### config.mk
export PLATFORM = sky130hd
export DESIGN_NAME = alu_shift_seq
export DESIGN_NICKNAME = d
export VERILOG_FILES = /design/src/rtl/alu_shift_pkg.sv /design/src/rtl/shift_in_sel.sv /design/src/rtl/alu_shift_seq.sv
export SDC_FILE = /design/constraint.sdc
export NUM_CORES = 1
export LEC_CHECK = 0
export ABC_CLOCK_PERIOD_IN_PS = 1300
export CORE_ASPECT_RATIO = 1.5
export CORE_UTILIZATION = 35
export DETAILED_ROUTE_END_ITERATION = 8
export PLACE_DENSITY = 0.75
export SLEW_MARGIN = 40
export SYNTH_ARGS = -nofsm -noshare
export SYNTH_HDL_FRONTEND = slang
export SYNTH_SLANG_ARGS = --single-unit
### constraint.sdc
create_clock -name clk -period 1.3 [get_ports clk]
set_input_delay 0.13 -clock clk [delete_from_list [all_inputs] [get_ports clk]]
set_output_delay 0.13 -clock clk [all_outputs]
set_load 0.01 [all_outputs]
### src/rtl/alu_shift_pkg.sv
// Shared types and ALU control encodings for the CB-prefix rotate/shift sequencer.
// Optional feature macro: ALU_SHIFT_SEQ_SWAP_EN (see alu_shift_seq).
package alu_shift_pkg;

  localparam int unsigned DATA_W = 8;
  localparam int unsigned SEL_W  = 3;
  localparam int unsigned LD_W   = 2;

  typedef enum logic [SEL_W-1:0] {
    SEL_RLC  = 3'd0,
    SEL_RRC  = 3'd1,
    SEL_RL   = 3'd2,
    SEL_RR   = 3'd3,
    SEL_SLA  = 3'd4,
    SEL_SRA  = 3'd5,
    SEL_SWAP = 3'd6,
    SEL_SRL  = 3'd7
  } shift_sel_t;

  typedef enum logic [1:0] {
    IDLE = 2'd0,
    LO   = 2'd1,
    HI   = 2'd2,
    DONE = 2'd3
  } state_t;

  // ALU control line encodings
  localparam logic            L_SH   = 1'b0;
  localparam logic            R_SH   = 1'b1;
  localparam logic            SH_OE  = 1'b1;
  localparam logic            RES_OE = 1'b0;
  localparam logic [LD_W-1:0] BUS_LD = 2'b11;
  localparam logic [LD_W-1:0] NO_LD  = 2'b00;

  typedef struct packed {
    logic [DATA_W-1:0] op;
    logic              si;
    logic              sh;
    logic              oe;
    logic [LD_W-1:0]   la;
    logic [LD_W-1:0]   lb;
    logic              r;
    logic              s;
    logic              v;
    logic              ne;
    logic              ci;
    logic              l;
    logic              h;
  } alu_ctl_t;

  // Drive that leaves the ALU untouched (no loads, result output selected)
  localparam alu_ctl_t ALU_CTL_INERT = '{
    op: 8'h00, si: 1'b0, sh: R_SH, oe: RES_OE, la: NO_LD, lb: NO_LD,
    r: 1'b1, s: 1'b1, v: 1'b1, ne: 1'b0, ci: 1'b0, l: 1'b0, h: 1'b0
  };

  function automatic logic [DATA_W-1:0] swap_nibbles(input logic [DATA_W-1:0] b);
    return {b[3:0], b[7:4]};
  endfunction

endpackage

### src/rtl/shift_in_sel.sv
// Shift-in bit and direction selection for each rotate/shift op.
module shift_in_sel
  import alu_shift_pkg::*;
(
  input  logic [SEL_W-1:0]  sel,
  input  logic [DATA_W-1:0] operand,
  input  logic              carry_in,
  output logic              si_c,
  output logic              sh_c
);

  // Only the end bits of the byte can be rotated back in
  logic unused_mid_bits;
  assign unused_mid_bits = ^operand[DATA_W-2:1];

  // Per-op shift-in source and direction; SWAP never reaches the shifter
  always_comb begin
    si_c = 1'b0;
    sh_c = R_SH;
    case (shift_sel_t'(sel))
      SEL_RLC: begin si_c = operand[DATA_W-1]; sh_c = L_SH; end
      SEL_RRC: begin si_c = operand[0];        sh_c = R_SH; end
      SEL_RL:  begin si_c = carry_in;          sh_c = L_SH; end
      SEL_RR:  begin si_c = carry_in;          sh_c = R_SH; end
      SEL_SLA: begin si_c = 1'b0;              sh_c = L_SH; end
      SEL_SRA: begin si_c = operand[DATA_W-1]; sh_c = R_SH; end
      SEL_SRL: begin si_c = 1'b0;              sh_c = R_SH; end
      default: begin si_c = 1'b0;              sh_c = R_SH; end
    endcase
  end

endmodule

### src/rtl/alu_shift_seq.sv
// Micro-sequencer driving the ALU through a two-cycle LO/HI pass for
// CB-prefix rotate/shift ops, returning the byte result with Z/C flags.
// Macro ALU_SHIFT_SEQ_SWAP_EN: SWAP computed locally, bypassing the ALU;
// when undefined SWAP completes with result and flags left unchanged.
module alu_shift_seq
  import alu_shift_pkg::*;
(
  input  logic              clk,
  input  logic              reset_n,
  input  logic              start,
  input  logic [SEL_W-1:0]  sel,
  input  logic [DATA_W-1:0] operand,
  input  logic              carry_in,
  output logic              busy,
  output logic [DATA_W-1:0] alu_op,
  output logic              alu_si,
  output logic              alu_sh,
  output logic              alu_oe,
  output logic [LD_W-1:0]   alu_la,
  output logic [LD_W-1:0]   alu_lb,
  output logic              alu_r,
  output logic              alu_s,
  output logic              alu_v,
  output logic              alu_ne,
  output logic              alu_ci,
  output logic              alu_l,
  output logic              alu_h,
  input  logic [DATA_W-1:0] alu_result,
  input  logic              alu_zero,
  input  logic              alu_shift_dbl,
  output logic              done,
  output logic [DATA_W-1:0] res,
  output logic              flag_z,
  output logic              flag_c
);

  state_t            state_q, state_d;
  alu_ctl_t          ctl_q, ctl_d;
  logic              busy_d, done_d;
  logic [DATA_W-1:0] res_d;
  logic              flag_z_d, flag_c_d;
  logic              c_cap_q, c_cap_d;
  logic              si_c, sh_c;

  shift_in_sel u_shift_in_sel (
    .sel      (sel),
    .operand  (operand),
    .carry_in (carry_in),
    .si_c     (si_c),
    .sh_c     (sh_c)
  );

  // State register
  always_ff @(posedge clk or negedge reset_n) begin
    if (!reset_n) begin
      state_q <= IDLE;
    end else begin
      state_q <= state_d;
    end
  end

  // Next state plus the ALU drive and result values for the state being entered
  always_comb begin
    state_d  = state_q;
    ctl_d    = ALU_CTL_INERT;
    res_d    = res;
    flag_z_d = flag_z;
    flag_c_d = flag_c;
    c_cap_d  = c_cap_q;
    busy_d   = 1'b0;
    done_d   = 1'b0;

    case (state_q)
      IDLE: begin
        if (start) begin
          if (shift_sel_t'(sel) == SEL_SWAP) begin
            state_d = DONE;
`ifdef ALU_SHIFT_SEQ_SWAP_EN
            res_d    = swap_nibbles(operand);
            flag_z_d = (swap_nibbles(operand) == DATA_W'(0));
            flag_c_d = 1'b0;
`endif
          end else begin
            state_d  = LO;
            ctl_d.op = operand;
            ctl_d.si = si_c;
            ctl_d.sh = sh_c;
            ctl_d.oe = SH_OE;
            ctl_d.la = BUS_LD;
            ctl_d.lb = BUS_LD;
            ctl_d.l  = 1'b1;
          end
        end
      end
      LO: begin
        state_d = HI;
        c_cap_d = alu_shift_dbl;
        ctl_d.h = 1'b1;
      end
      HI: begin
        state_d  = DONE;
        res_d    = alu_result;
        flag_z_d = alu_zero;
        flag_c_d = c_cap_q;
      end
      DONE: begin
        state_d = IDLE;
      end
      default: begin
        state_d = IDLE;
      end
    endcase

    busy_d = (state_d != IDLE);
    done_d = (state_d == DONE);
  end

  // Registered outputs and captured flags
  always_ff @(posedge clk or negedge reset_n) begin
    if (!reset_n) begin
      ctl_q   <= ALU_CTL_INERT;
      busy    <= 1'b0;
      done    <= 1'b0;
      res     <= '0;
      flag_z  <= 1'b0;
      flag_c  <= 1'b0;
      c_cap_q <= 1'b0;
    end else begin
      ctl_q   <= ctl_d;
      busy    <= busy_d;
      done    <= done_d;
      res     <= res_d;
      flag_z  <= flag_z_d;
      flag_c  <= flag_c_d;
      c_cap_q <= c_cap_d;
    end
  end

  assign alu_op = ctl_q.op;
  assign alu_si = ctl_q.si;
  assign alu_sh = ctl_q.sh;
  assign alu_oe = ctl_q.oe;
  assign alu_la = ctl_q.la;
  assign alu_lb = ctl_q.lb;
  assign alu_r  = ctl_q.r;
  assign alu_s  = ctl_q.s;
  assign alu_v  = ctl_q.v;
  assign alu_ne = ctl_q.ne;
  assign alu_ci = ctl_q.ci;
  assign alu_l  = ctl_q.l;
  assign alu_h  = ctl_q.h;

endmodule

* Word-level counts from Yosys, hierarchy flattened
Index checks and enable logic that the tools add are counted.
** Storage, ports and cells
- Register bits :: 32
- Input bits :: 25
- Output and inout port bits :: 34
- Logic and storage cells :: 43
** Cells by class
- Equal/unequal tests :: 10
- Muxes and demuxes :: 12
- Reductions and logical operators :: 6
** Operators by type and width (count)
- two-way mux 15 bit :: 3
- == test 3 bit (second input constant) :: 3
- one-hot mux 2 bit (4 select lines) :: 1
- == test 2 bit (second input constant) :: 3
- == test 3 x 2 -> 1 bit (second input constant) :: 2
- two-way mux 1 bit :: 5
- two-way mux 2 bit :: 2
- OR reduction 2 bit :: 2
- == test 3 x 1 -> 1 bit (second input constant) :: 1
- zero test 3 bit :: 1
- one-hot mux 1 bit (3 select lines) :: 1
- OR reduction 3 bit :: 1
- == test 2 x 1 -> 1 bit (second input constant) :: 1
- zero test 2 bit :: 1
- nonzero test 2 bit :: 1

* Longest topological paths before layout
Gate-level depths: netlist (run 1).
- Depth in word-level cells :: 6
- Depth in mapped cells :: 5
- Mapped depth without buffers :: 5

* Modules after synthesis
From an unflattened synthesis (run 1), not the netlist that was laid out.
** Unflattened totals
- Cells, all modules :: 84
- Area total of the unflattened synthesis :: 1127.3 um^2
** Modules (own cells, without submodules)
- alu_shift_seq :: instances 1, cells an instance 78, area each 1084.8 um^2, seq. area each 676.9 um^2
- shift_in_sel :: instances 1, cells an instance 6, area each 42.5 um^2, seq. area each 0.0 um^2

* Worst setup path after synthesis (run 1)
Ideal clock, no wire load.
- Path type :: register -> register
- Start :: reg state_q[0]
- End :: reg flag_z
- Library setup time :: 0.125 ns
- Arrival :: 1.135 ns
- Required time :: 1.175 ns
- Path slack :: 0.040 ns
- Stages on the path, launching flop included :: 5
- Buffers on the path :: 1
- Clock period less this slack :: 1.260 ns
- Path through :: dfrtp_1 > inv_1 > ha_1 > buf_2 > mux2_2
** On the way
- Longest elaborated chain between the ends :: 1
** Ends and longest elaborated chain
- start: declaration :: line alu_shift_seq.sv:37 : state_t state_q, state_d;
- start signal: assignment :: line alu_shift_seq.sv:58 : state_q <= state_d;
- == test 2 bit :: line alu_shift_seq.sv:73 : case (state_q)
- end signal: assignment :: line alu_shift_seq.sv:133 : flag_z <= flag_z_d;
- end: declaration :: line alu_shift_seq.sv:33 : output logic flag_z,
Every way passes these cells.
A chain may end at the register's enable or synchronous reset.

* Final worst setup path (run 1)
- Start :: reg state_q[1]
- End :: reg busy
** On the way
- Longest elaborated chain between the ends :: 3
- Elaborated cells between the ends (all ways) :: 7
- Classes of those cells :: 3 x eq/ne; 2 x mux; 2 x reduce/logical
** Ends and longest elaborated chain
- == test 2 bit (tied with other cells) :: line alu_shift_seq.sv:73
- one-hot mux 2 bit (4 select lines) * :: line alu_shift_seq.sv:73
- net state_d[0] :: line alu_shift_seq.sv:37
- nonzero test 2 bit * :: line alu_shift_seq.sv:114 : busy_d = (state_d != IDLE);
- net busy_d :: line alu_shift_seq.sv:39 : logic busy_d, done_d;
- end signal: assignment :: line alu_shift_seq.sv:130 : busy <= busy_d;
- end: declaration :: line alu_shift_seq.sv:14 : output logic busy,
The timed path passes the listed nets; every way through them passes the cells marked *.

==> metrics.md, run 1 <==
| Metric | Value |
|---|---|
| Status | `completed` |
| GRT Resource Usage Total | `0.140` |
| CTS Buf Count | `3` |
| Post-route DRC violation count | `0` |
| Max Fclk | `0.783 GHz` |
| Top fanout value on the critical path | `5` |
| Die Span X | `48.2 µm` |
| Setup TNS | `0 ns` |
| Routed Antenna Nets | `0` |
| Nets@finish | `171` |
| Setup Viol. Count Final | `0` |
| Layout cells sized above 1 | `0.261` |
| Top cell type's share of synthesized area | `0.580` |
| Pre-antenna DRT Iters | `4` |
| Minimum hold slack | `0.227 ns` |
| HPWL after DPL | `1.68 mm` |
| Syn_area_per_cell | `13.5 µm²` |
| Area of the multi-input gates | `418 µm²` |
| Critical Path RT | `1.45 ns` |
| Crit Path Class | `flop to flop` |
| Max stage delay on crit path | `0.44 ns` |
| CP Launch Type | `flop` |
| H-tree levels | `1` |
| Fin crit period | `1.28 ns` |
| Register area share after synthesis | `0.604` |
| Peak VDD IR | `918 µV` |
| Die area | `3440 µm²` |
| Crit path DAT | `1.42 ns` |
| Register Area | `677 µm²` |
| Clock tree buffer depth | `2` |
| Row cnt | `24` |
| Worst min path class | `input port to async pin` |
| Via count | `807` |
| Syn Inst Count | `83` |
| Power per cell area | `1890 nW/µm²` |
| Met2 wire len | `1.31 mm` |
| Post-synth top area cell | `dfrtp_1` |
| Post-Layout Cell Count | `181` |
| YS warnings | `0` |
| Core area | `2970 µm²` |
| CP Cell Sequence | `inv_2 > ha_4 > nor2_2 > a21oi_1 > or2_2` |
| Skew final | `0.00814 ns` |
| GPL Wtd Cong | `0.652` |
| Final Hold Viols | `0` |
| Uppermost layer routed | `met4` |
| Area delta synth->final | `62.4%` |
| Clk sinks | `27` |
| Synth unique cells | `21` |
| Metal3 WL | `126 µm` |
| Total power | `3.44 mW` |
| Maxcap violations | `0` |
| Critical Path Sink Type | `flop` |
| Pleak | `0.920 nW` |
| DIE HEIGHT | `71.3 µm` |
| Io pins | `59` |
| 1st-iter DRT viols | `6` |
| FF+latch count, synth | `27` |
| # placed instances | `174` |
| Fin crit share | `0.982` |
| Synth Cell Area | `1120 µm²` |
| Largest net degree at the start of global routing | `28` |
| Vias per cell | `4.46` |
| Clk Latency, worst-skew pair | `0.27 ns` |
| Antenna Cells | `0` |
| WL final | `2.38 mm` |
| PortBufs | `53` |
| Main area contributors after synthesis | `dfrtp_1 58%, mux2_2 11%, buf_4 6.7%, and2_1 5.0%, ha_1 3.3%` |
| Initial antenna violation count | `0` |
| Worst-path clk slew | `0.09 ns` |
| GRT overflow | `0` |
| Post-DR wirelength/cell | `13.2 µm` |
| Slowest library cell on the worst path | `dfrtp_1` |
| RSZ-0062 raised after global routing | `yes` |
| Metal-1 WL | `889 µm` |
| Max-slew violation count | `0` |
| Vias in the first global route | `800` |
| Root buffer cell | `clkbuf_8` |
| Initial core utilization | `0.377` |
| Reg2Reg Setup Slack | `0.02 ns` |
| TritonCTS clock tree | `done` |
| First-pass GRT wire length | `3.39 mm` |
| Fillers | `230` |
placed cells by master (no fill, tap or decap), drive strengths merged, types with 2 or more instances in the layout:
master          n
clkdlybuf4s50  34
dfrtp          26
dlymetal6s2s   12
mux2           11
and2            9
buf             9
dlygate4sd2     7
conb            5
a31oi           4
clkbuf          3
nor2            3
inv             3
ha              3
nand2b          2
a21oi           2
nand2           2
or2             2
final timing paths:
| kind | startpoint | end | cells past startpoint |
|---|---|---|---|
| hold reg to reg | res[4] | res[4] | 1 |
| hold / removal | reset_n | alu_op[2] | 2 |
| setup reg to reg | state_q[1] | busy | 5 |
| min in group clk | operand[3] | alu_op[3] | 2 |
| max in group asynchronous | reset_n | alu_sh | 2 |
| setup / recovery | state_q[1] | busy | 5 |
area by class of cell:
cell class	instances	share of cell area
Tap cell	39	0.0268
Multi-Input combinational cell	46	0.230
Clock buffer	3	0.0227
Timing Repair Buffer	62	0.340
Inverter	3	0.00619
Clock inverter	1	0.00275
Sequential cell	27	0.372
synth_stat cells:
cell type,instances
nand2b_1,2
mux2i_1,1
a31oi_4,1
a31oi_1,1
nor2_1,3
dfrtp_1,26
a21oi_1,2
dfstp_2,1
ha_1,3
or2_1,1
buf_2,1
mux2_2,11
buf_4,10
and2_1,9
or2_2,1
conb_1,2
inv_1,3
nand2_1,2
a221oi_2,1
a31oi_2,1
nand4b_1,1
through the flow:
stage	instance area (µm²)	util	setup WS, ns
2_1_floorplan	1130	-	0.0403
3_5_place_dp	1680	0.566	-0.118
3_3_place_gp	1680	0.566	-0.0760
5_1_grt	1820	0.612	-0.0420
6_report	1820	0.612	0.0231
4_1_cts	1770	0.595	-0.000404
critical path, delay by kind of cell, from the launching register on:
family	cells	cell delay, ns
AOI/OAI and AO/OA	1	0.06
adders and majority gates	1	0.19
buffers and inverters	1	0.07
DFF	1	0.44
and+or+nand+nor	2	0.40
state kept, by name (all words and copies together), names as in the netlist:
signal   flops
done         1
alu_si       1
alu_op       8
state_q      2
busy         1
flag_z       1
c_cap_q      1
alu_sh       1
alu_h        1
res          8
flag_c       1
alu_la       1
where the power goes:
group	internal, mW	total (mW)	switching, mW
registers	1.15	1.29	0.143
clock network	0.214	0.445	0.231
logic	1.02	1.71	0.694
cell families (layout without fill, tap and decap cells):
family / after synthesis / in the layout / synth area share
DFF: 27 / 27 / 0.604
muxes: 12 / 12 / 0.119
other: 2 / 5 / 0.00670
and+or+nand+nor: 19 / 19 / 0.0971
AOI/OAI and AO/OA: 6 / 7 / 0.0580
adders and majority gates: 3 / 3 / 0.0335
buffers and inverters: 14 / 69 / 0.0815
layer usage:
layer | GRT usage | vias up
met2 | 0.256 | 41
met1 | 0.142 | 386
met3 | 0.00756 | 4
li1 | - | 376
met4 | 0.0833 | 0
met5 | 0 | -
repair_timing:
item | CTS | global route
pin swaps | 0 | 2
gates resized for setup | 12 | 17
hold buffers | 0 | 0
gates cloned | 1 | 0
endpoints found under the setup margin | 27 | 34
buffers inserted | 2 | 0
(Power assumes the default switching activity.)
==> run 2, diff against run 1 <==
Settings changed: PLACE_DENSITY 0.75 to unset, PLACE_DENSITY_LB_ADDON set to 0.05.
==> metrics.md, run 2 (synthesis gave the netlist of run 1 again) <==
| Metric | Value |
|---|---|
| RSZ-0062 raised after global routing | `yes` |
| Vias per cell | `4.55` |
| CTS Hold Bufs | `0` |
| Row cnt | `24` |
| Post-Layout Cell Count | `180` |
| Power per cell area | `1870 nW/µm²` |
| Fin crit share | `0.977` |
| Skew final | `0.00301 ns` |
| Minimum hold slack | `0.212 ns` |
| Worst-path clk slew | `0.09 ns` |
| Critical Path RT | `1.50 ns` |
| First-pass GRT wire length | `3.72 mm` |
| Nets@finish | `170` |
| Crit-path leading delay family | `flip-flops` |
| Die area | `3440 µm²` |
| Fin crit period | `1.27 ns` |
| Core area | `2970 µm²` |
| Final Core Density | `0.620` |
| Register Area | `677 µm²` |
| Crit path DAT | `1.47 ns` |
| Crit Path Class | `flop to flop` |
| Routed Antenna Nets | `0` |
| Pleak | `0.962 nW` |
| Area after DPL | `1710 µm²` |
| TritonCTS clock tree | `done` |
| Die Span X | `48.2 µm` |
| Slowest library cell on the worst path | `dfrtp_1` |
| Via count | `819` |
| CP Launch Type | `flop` |
| Max stage delay on crit path | `0.44 ns` |
| Maxcap violations | `0` |
| Fin worst setup slack | `0.0296 ns` |
| Peak VDD IR | `1240 µV` |
| Clk sinks | `27` |
| Io pins | `59` |
| Status | `completed` |
| Total power | `3.45 mW` |
| Worst slack at placement | `-0.0497 ns` |
| Max-slew violation count | `0` |
| GRT overflow | `0` |
| GRT Resource Usage Total | `0.152` |
| DIE HEIGHT | `71.3 µm` |
| Critical path buffers and inverters | `1` |
| Area of the multi-input gates | `418 µm²` |
| Clock tree buffer depth | `2` |
| Max Fclk | `0.787 GHz` |
| PortBufs | `53` |
| Top fanout value on the critical path | `5` |
| Worst min path class | `input port to async pin` |
| Post-route DRC violation count | `0` |
| Critical Path Sink Type | `flop` |
| Setup TNS | `0 ns` |
| Post-DR wirelength/cell | `13.9 µm` |
| Final Instance Area | `1840 µm²` |
| Largest net degree at the start of global routing | `28` |
| GPL Wtd Cong | `0.719` |
| Final Hold Viols | `0` |
| Setup Viol. Count Final | `0` |
| Most common cell after layout, fill and taps aside | `clkdlybuf4s50_1` |
| Clk Latency, worst-skew pair | `0.26 ns` |
| Initial antenna violation count | `0` |
| CTS Buf Count | `3` |
| WL final | `2.51 mm` |
| Vias in the first global route | `820` |
| Area delta synth->final | `64.3%` |
| Pre-antenna DRT Iters | `2` |
| CP Cell Sequence | `inv_2 > ha_4 > nand2_2 > a31oi_4 > and2_1` |
| Root buffer cell | `clkbuf_8` |
| 1st-iter DRT viols | `9` |
| Fillers | `242` |
| Layout cells sized above 1 | `0.255` |
| HPWL after DPL | `1.73 mm` |
| H-tree levels | `1` |
| Most frequent cells in the layout | `31 x clkdlybuf4s50_1, 26 x dfrtp_1, 14 x dlymetal6s2s_1, 11 x mux2_2, 9 x and2_1` |
| Initial core utilization | `0.377` |
| Antenna Cells | `0` |
| # placed instances | `174` |
==> run 2: cell count changes in the layout (fill, tap and decap cells not counted), sizes merged <==
cell and change:
clkdlybuf4s50 -3, dlymetal6s2s +2, buf -1, dlygate4sd2 +1
==> run 2: final cells by class <==
class	count	area share
multi-input combinational	46	0.227
inverter	3	0.00611
clock buffer	3	0.0224
tap	39	0.0265
clock inverter	1	0.00272
sequential	27	0.368
timing repair buffer	61	0.348
==> run 2: path summary, 6_finish.rpt <==
check	start	endpoint	slack, ns	depth (start not counted)
min in group clk	operand[4]	alu_op[4]	0.42	2
setup / recovery	state_q[1]	alu_op[5]	0.03	5
hold / removal	reset_n	alu_la[0]	0.21	2
setup reg to reg	state_q[1]	alu_op[5]	0.03	5
hold reg to reg	res[0]	res[0]	0.50	1
max in group asynchronous	reset_n	alu_sh	0.86	2
==> run 2: repair_timing <==
item | CTS | global route
resized for setup | 13 | 19
gates cloned | 1 | 0
setup endpoints to repair | 17 | 35
buffers inserted | 1 | 0
==> run 2: power breakdown <==
part	switching, mW	internal, mW
clock network	0.243	0.214
logic	0.700	1.02
registers	0.134	1.14
==> run 2: metal layers <==
| layer | global-route usage | part of all wire | wire length (µm) |
|---|---|---|---|
| met4 | 0.0556 | 0.022 | 54 |
| met1 | 0.160 | 0.34 | 857 |
| met3 | 0.0252 | 0.049 | 122 |
| met5 | 0 | 0 | 0 |
| met2 | 0.277 | 0.59 | 1470 |
==> run 2: worst reg2reg max path: stages (launching register included) <==
cell and delay [ns]:
dfrtp_1 0.44, inv_2 0.10, ha_4 0.17, nand2_2 0.12, a31oi_4 0.22, and2_1 0.16
==> run 3, diff against run 2 <==
Settings changed: ABC_AREA set to 1.
==> metrics.md, run 3 <==
| Metric | Value |
|---|---|
| Status | `completed` |
| First-pass GRT wire length | `3.55 mm` |
| Crit-path leading delay family | `buffers and inverters` |
| Clk sinks | `27` |
| HPWL after DPL | `1.65 mm` |
| GRT overflow | `0` |
| Layout cells sized above 1 | `0.0739` |
| Final Hold Viols | `0` |
| Syn_area_per_cell | `9.21 µm²` |
| Initial antenna violation count | `0` |
| Final Core Density | `0.552` |
| Worst-path clk slew | `0.08 ns` |
| FF+latch count, synth | `27` |
| EDFF count, synth | `0` |
| Pleak | `1.02 nW` |
| PortBufs | `53` |
| Syn Inst Count | `126` |
| Vias in the first global route | `840` |
| YS warnings | `0` |
| Most frequent cells after synthesis | `38 x nand2_1, 26 x dfrtp_1, 19 x inv_1` |
| Largest net degree at the start of global routing | `28` |
| Die Span X | `49 µm` |
| Clk Latency, worst-skew pair | `0.26 ns` |
| Post-DR wirelength/cell | `9.87 µm` |
| Fin crit share | `0.964` |
| Row cnt | `25` |
| Combinational power share | `0.454` |
| Vias per cell | `4.18` |
| Clock tree buffer depth | `2` |
| Predominant post-synthesis flop cell | `dfrtp_1` |
| Total power | `3.13 mW` |
| Setup TNS | `0 ns` |
| Core area | `3160 µm²` |
| Initial core utilization | `0.367` |
| Synth Cell Area | `1160 µm²` |
| Crit Path Class | `flop to primary output` |
| GPL Wtd Cong | `0.776` |
| Asr flop ratio synth | `1.00` |
| Post-route DRC violation count | `0` |
| TritonCTS clock tree | `done` |
| RSZ-0062 raised after global routing | `yes` |
| DIE HEIGHT | `72.5 µm` |
| Reg power frac | `0.404` |
| Power per cell area | `1790 nW/µm²` |
| H-tree levels | `1` |
| Peak VDD IR | `1100 µV` |
| Synth unique cells | `19` |
| Worst min path class | `input port to async pin` |
| Worst slack at placement | `0.103 ns` |
| Max stage delay on crit path | `0.54 ns` |
| Final Instance Area | `1750 µm²` |
| CP Launch Type | `flop` |
| Nets@finish | `205` |
| Clock share of power | `0.143` |
| Internal power | `2.05 mW` |
| Io pins | `59` |
| Slowest library cell on the worst path | `clkdlybuf4s50_1` |
| WL final | `2.13 mm` |
| Main area contributors after synthesis | `dfrtp_1 56%, nand2_1 12%, buf_4 6.5%, inv_1 6.1%, nor2_1 3.6%` |
| Top fanout value on the critical path | `1` |
| Maxcap violations | `0` |
| Switching part of the total power | `0.347` |
| GRT Resource Usage Total | `0.129` |
| CTS Buf Count | `3` |
| Crit path DAT | `1.12 ns` |
| Pre-antenna DRT Iters | `4` |
| Routed Antenna Nets | `0` |
| Post-synth top area cell | `dfrtp_1` |
| Post-Layout Cell Count | `216` |
| Net switching power | `1.09 mW` |
| Critical path buffers and inverters | `1` |
| CP Cell Sequence | `clkdlybuf4s50_1` |
| Register area share after synthesis | `0.584` |
| Max Fclk | `0.798 GHz` |
| Most common cell in the synthesized netlist | `nand2_1` |
| Skew final | `0.00335 ns` |
| Max-slew violation count | `0` |
| Area delta synth->final | `50.5%` |
| Most frequent cells in the layout | `38 x nand2_1, 34 x clkdlybuf4s50_1, 26 x dfrtp_1, 19 x inv_1` |
| Fin crit period | `1.25 ns` |
| Die area | `3550 µm²` |
| Critical Path RT | `1.17 ns` |
| Via count | `902` |
| Most common cell after layout, fill and taps aside | `nand2_1` |
| Setup Viol. Count Final | `0` |
| 1st-iter DRT viols | `17` |
| Root buffer cell | `clkbuf_8` |
| Fin worst setup slack | `0.0469 ns` |
| Minimum hold slack | `0.223 ns` |
| Antenna Cells | `0` |
| # placed instances | `212` |
| Critical Path Sink Type | `primary output` |
| Top cell type's share of synthesized area | `0.561` |
| Area after DPL | `1680 µm²` |
## run 3: final timing paths
kind / start / end / slack (ns) / cells after the start
max in group asynchronous: reset_n / alu_sh / 0.85 / 2
worst max-delay path: alu_op[0] / alu_op[0] / 0.05 / 1
min in group clk: operand[1] / alu_op[1] / 0.38 / 3
worst min-delay path: reset_n / res[6] / 0.22 / 2
worst min register to register: flag_z / flag_z / 0.47 / 2
worst max register to register: state_q[0] / busy / 0.09 / 6
## run 3: cell type report
type                    count  area [µm²]
fillers                   295        1410
well taps                  40        50.0
repair buffers             55         572
inverters                  20        77.6
multi-input cells          70         324
flip-flops and latches     27         677
clock buffers               4        45.0
## run 3: cell families after synthesis
group | share of synthesized area
compound gates | 0.0313
fa+ha+maj | 0.0324
buf+inv | 0.151
flops | 0.584
other cells | 0.00647
simple gates | 0.195
## run 3: timing repair
action                     in CTS  in global routing
gates cloned                    0                  0
setup endpoints to repair       9                 16
setup buffers                   0                  0
hold buffers                    0                  0
resized for setup               9                 12
## run 3: routing by layer
layer	share of wire	global-route usage	vias to the layer above
met5	0	0	-
met4	0.011	0.0588	0
met3	0.068	0.0294	2
met2	0.51	0.225	33
met1	0.41	0.150	406
li1	-	-	461
## run 3: power groups by stage
stage | registers, mW | clock network [mW] | logic (mW)
after floorplan | 1.40 | 0 | 0.727
after global placement | 1.29 | 0 | 1.51
after detailed placement | 1.29 | 0 | 1.53
after CTS | 1.27 | 0.480 | 1.48
after global routing | 1.30 | 0.508 | 1.57
final | 1.26 | 0.446 | 1.42
